## src/rtl/rr_arb8.sv

```systemverilog
// rr_arb8: 8-way round-robin arbiter with a registered output slot and accepted-beat counter.
// Define RR_ARB8_LOCK_EN to add the req_lock port and the IDLE/LOCKED ownership FSM.
module rr_arb8 #(
    parameter int NREQ = 8,
    parameter int DW   = 16
) (
    input  logic              clk,
    input  logic              rst_n,
    input  logic [NREQ-1:0]   req_valid,
    input  logic [NREQ*DW-1:0] req_data,
`ifdef RR_ARB8_LOCK_EN
    input  logic [NREQ-1:0]   req_lock,
`endif
    output logic [NREQ-1:0]   req_ready,
    output logic              out_valid,
    input  logic              out_ready,
    output logic [DW-1:0]     out_data,
    output logic [2:0]        out_id,
    output logic [15:0]       beat_cnt
);
    logic            out_valid_q, out_valid_d;
    logic [DW-1:0]   out_data_q, out_data_d;
    logic [2:0]      out_id_q, out_id_d;
    logic [2:0]      ptr_q, ptr_d;
    logic [15:0]     beat_cnt_q, beat_cnt_d;
    logic [NREQ-1:0] elig;
    logic [2:0]      win, idx;
    logic            found, slot_free, grant;
`ifdef RR_ARB8_LOCK_EN
    typedef enum logic {IDLE, LOCKED} lock_t;
    lock_t      lock_q, lock_d;
    logic [2:0] owner_q, owner_d;
`endif

    always_comb begin
`ifdef RR_ARB8_LOCK_EN
        elig = (lock_q == LOCKED) ? (req_valid & ({{(NREQ-1){1'b0}}, 1'b1} << owner_q)) : req_valid;
`else
        elig = req_valid;
`endif
        win   = '0;
        idx   = '0;
        found = 1'b0;
        // Scan from the far end so the closest requester to ptr is the last to overwrite win.
        for (int k = NREQ - 1; k >= 0; k--) begin
            idx = ptr_q + 3'(k);
            if (elig[idx]) begin
                win   = idx;
                found = 1'b1;
            end
        end
        slot_free   = !out_valid_q || out_ready;
        grant       = rst_n && slot_free && found;
        req_ready   = grant ? ({{(NREQ-1){1'b0}}, 1'b1} << win) : '0;
        out_valid_d = slot_free ? grant : out_valid_q;
        out_data_d  = grant ? req_data[win*DW +: DW] : out_data_q;
        out_id_d    = grant ? win : out_id_q;
        ptr_d       = grant ? win + 3'd1 : ptr_q;
        beat_cnt_d  = beat_cnt_q + 16'(grant);
`ifdef RR_ARB8_LOCK_EN
        lock_d  = lock_q;
        owner_d = owner_q;
        if (grant && lock_q == IDLE && req_lock[win]) begin
            lock_d  = LOCKED;
            owner_d = win;
        end else if (grant && lock_q == LOCKED && !req_lock[win]) begin
            lock_d = IDLE;
        end
`endif
    end

    always_ff @(posedge clk or negedge rst_n) begin
        if (!rst_n) begin
            out_valid_q <= 1'b0;
            out_data_q  <= '0;
            out_id_q    <= '0;
            ptr_q       <= '0;
            beat_cnt_q  <= '0;
`ifdef RR_ARB8_LOCK_EN
            lock_q      <= IDLE;
            owner_q     <= '0;
`endif
        end else begin
            out_valid_q <= out_valid_d;
            out_data_q  <= out_data_d;
            out_id_q    <= out_id_d;
            ptr_q       <= ptr_d;
            beat_cnt_q  <= beat_cnt_d;
`ifdef RR_ARB8_LOCK_EN
            lock_q      <= lock_d;
            owner_q     <= owner_d;
`endif
        end
    end

    assign out_valid = out_valid_q;
    assign out_data  = out_data_q;
    assign out_id    = out_id_q;
    assign beat_cnt  = beat_cnt_q;
endmodule

```

## config.mk

```make
export PLATFORM = sky130hd
export DESIGN_NAME = rr_arb8
export DESIGN_NICKNAME = d
export VERILOG_FILES = /design/src/rtl/rr_arb8.sv
export SDC_FILE = /design/constraint.sdc
export NUM_CORES = 1
export LEC_CHECK = 0
export BUFFER_PORTS_ARGS = -buffer_cell sky130_fd_sc_hd__buf_4
export CAP_MARGIN = 30
export CORE_MARGIN = 2
export CORE_UTILIZATION = 25
export DETAILED_ROUTE_END_ITERATION = 6
export PLACE_DENSITY = 0.53
export SLEW_MARGIN = 5
export SYNTH_ARGS = -nofsm -noshare
export SYNTH_HDL_FRONTEND = slang
export SYNTH_SLANG_ARGS = --single-unit
export TNS_END_PERCENT = 30
```

## constraint.sdc

```tcl
create_clock -name clk -period 3.6 [get_ports clk]
set_clock_uncertainty 0.05 [all_clocks]
set_input_delay 0.36 -clock clk [delete_from_list [all_inputs] [get_ports clk]]
set_output_delay 0.36 -clock clk [all_outputs]
set_load 0.005 [all_outputs]
```

==> flow_metrics.py <==
metrics = {
    "sta": {
        "period_share_pct": 97.1,
        "setup_viol": 0,
        "slew_viol_final": 0,
        "slew_headroom_pct": 62.2,
        "max_slew.worst_pin.slew_ns": 0.567,
        "rsz0062_at_grt": "yes",
        "finalWorstPathRequiredPeriod_ns": 3.49,
        "final_hold_viol_count": 0,
        "fin_hold_ws_ns": 0.0115,
        "fmax_mhz": 286,
    },
    "synth": {
        "yosys-top-cells-area": "dfrtp_1, mux2i_1, mux2_2",
        "yosysWarnings": 0,
        "synth_cells": 351,
        "ys_seq_elements": 39,
        "ys_seq_area_share_pct": 27.4,
        "ys.flop_type": "dfrtp_1",
        "yosysTopAreaCell": "dfrtp_1",
        "synth_nets": 500,
        "async_reset_ff_share_pct": 100,
        "synth.distinct_cells": 50,
        "synth_edf_count": 0,
        "synth_top_area_share_pct": 27.4,
        "avgSynthCellArea_um2": 10.2,
        "syn_area_um2": 3570,
    },
    "routing": {
        "drt_iter0_drc": 123,
        "vias": 3480,
        "first_pass_iters": 4,
        "avgViaCountPerCell": 4.86,
        "drtAntennaViolNets": 0,
        "drc": 0,
        "wl_per_cell_um": 17.5,
        "wirelength_mm": 12.5,
    },
    "grt": {
        "first_global_vias": 3501,
        "grt_max_degree": 41,
        "grt_pass1_wl_mm": 18.1,
        "grt_antenna_before_repair": 0,
        "grtUsageTotal_pct": 15.2,
        "grt-ovfl-total": 0,
    },
    "finish": {
        "fillCellCount": 1378,
        "area_delta_synth_final_pct": 52.6,
        "final_cell_area_um2": 5440,
        "multi_input_area_um2": 2480,
        "drive_gt1_share_pct": 51.5,
        "final_common_cell": "buf_4",
        "n_antenna_cell": 0,
        "fin_nets": 685,
        "seqCellArea_um2": 977,
        "layout_common_cells": "buf_4, mux2i_1, dfrtp_1",
    },
    "cts": {
        "cts_root_buf": "clkbuf_16",
        "cts_tree": "yes",
        "cts_max_level": 2,
        "clock_latency_ns": 0.28,
        "numCtsBuffers": 5,
        "hold_buffers": 0,
        "clock_path_buffers": 2,
        "path_clk_slew_ns": 0.06,
        "numClockSinks": 39,
    },
    "floorplanning": {
        "initial_utilization_pct": 25.6,
        "die_w_um": 123,
        "io_pins": 183,
        "core.rowCount": 43,
        "dieArea_um2": 15200,
        "die_h_um": 123,
        "core_area_um2": 13900,
    },
    "pwr": {
        "powerDensity_nw_per_um2": 1170,
        "p_leak_nw": 2.60,
        "irDropWorstVdd_mv": 0.633,
    },
    "place": {
        "dp_hpwl_mm": 9.42,
        "placed_area_um2": 5090,
        "place_congestion": 0.814,
        "portBuffers": 182,
    },
    "worst_setup_path": {
        "critical_path_class": "flip-flop to primary output",
        "startpoint_type": "flip-flop",
        "cp-end-kind": "primary output",
        "worstPathMaxFanout": 8,
        "required_ns": 3.19,
        "cp_data_arrival_time_ns": 3.08,
    },
    "run_status": {
        "status": "complete, no violations",
    },
    "flow_run": {
        "max_cap_violations": 0,
    },
    "min_path": {
        "hold_class": "primary input to asynchronous set/reset pin",
    },
}
logic make-up (layout without fill, tap and decap cells):
logic type,after synthesis,count (layout),synth area share [%]
multiplexers,103,103,35.0
AND/OR/NAND/NOR,84,84,11.0
AO/OA/AOI/OAI,64,64,12.5
flip-flops,39,39,27.4
buffers and inverters,34,219,6.24
XOR/XNOR,17,17,4.38
adder cells (fa/ha/maj),10,10,3.51
cell usage after synthesis (2+ instances only):
master and n:
mux2i_1 55, nand4_1 4, o21a_1 2, buf_4 2, o221ai_1 3, nand3_1 10
inv_1 9, o22ai_1 31, nand2_1 23, a21oi_1 7, o21ai_1 3, nand2b_1 3
xnor2_1 11, buf_6 4, o21ai_0 4, inv_2 2, and3_1 2, ha_1 10
nor2_1 32, mux2i_4 2, mux2_2 30, xor2_1 5, a22oi_1 2, dfrtp_1 39
clkbuf_1 4, buf_12 2, mux4_2 12, and2_1 3, buf_2 9, a22o_1 3
mux2_1 4
metal layers:
metal  wire [µm]  global-route usage (%)  share of wire (%)
met1        5150                    19.1                 41
met2        6200                    26.4                 50
met3         954                    3.55                7.6
met4         199                    3.69                1.6
met5           0                       0                  0
metrics by stage:
stage	setup TNS (ns)	setup slack, ns	power [mW]	util (%)	instances
final	0	0.106	6.35	39.1	716
after detailed placement	0	0.190	5.28	36.5	700
after floorplan	0	0.00391	4.29	-	351
after CTS	0	0.0155	5.99	38.0	709
after global routing	-0.0710	-0.0262	6.82	39.1	716
after global placement	0	0.246	5.22	36.5	700
where the power goes:
part	internal (mW)	total, mW	leakage [nW]	switching [mW]
Clock	0.253	0.428	0.0696	0.175
Sequential	0.609	0.749	0.464	0.141
Combinational	2.65	5.17	2.06	2.52
cell type report:
| type | instances | area share [%] |
|---|---|---|
| clock buffers | 5 | 2.30 |
| repair buffers | 200 | 28.9 |
| clock inverters | 2 | 0.253 |
| well taps | 180 | 4.14 |
| multi-input cells | 278 | 45.6 |
| flip-flops and latches | 39 | 18.0 |
| inverters | 12 | 0.874 |
state kept, by name (all words and copies together) (netlist names):
name / flops
out_data: 16
out_id: 3
beat_cnt: 16
ptr_q: 3
out_valid: 1
worst max-delay path: stages (launching register included):
cell	delay, ns
dfrtp_1	0.40
inv_2	0.09
ha_4	0.33
mux4_2	0.40
mux2i_4	0.27
o21ai_1	0.14
a21oi_2	0.20
a2bb2oi_4	0.25
inv_2	0.10
ha_4	0.18
ha_1	0.18
and2_1	0.14
buf_4	0.13
repair_timing:
action,4_1_cts,5_1_grt
setup buffers,1,6
gates resized for setup,7,14
hold endpoints to repair,0,0
pin swaps,0,2
cloned,1,1
endpoints found under the setup margin,4,13
path summary, 6_finish.rpt:
path,cells past startpoint,startpoint,to,slack [ns]
min reg2reg,1,beat_cnt[15],beat_cnt[15],0.43
min in group clk,3,out_ready,out_valid,0.34
max,12,ptr_q[1],req_ready[3],0.11
max in group asynchronous,1,rst_n,ptr_q[2],3.06
max reg2reg,12,ptr_q[1],out_data[5],0.24
min,1,rst_n,beat_cnt[10],0.01
(Power assumes the default switching activity.)
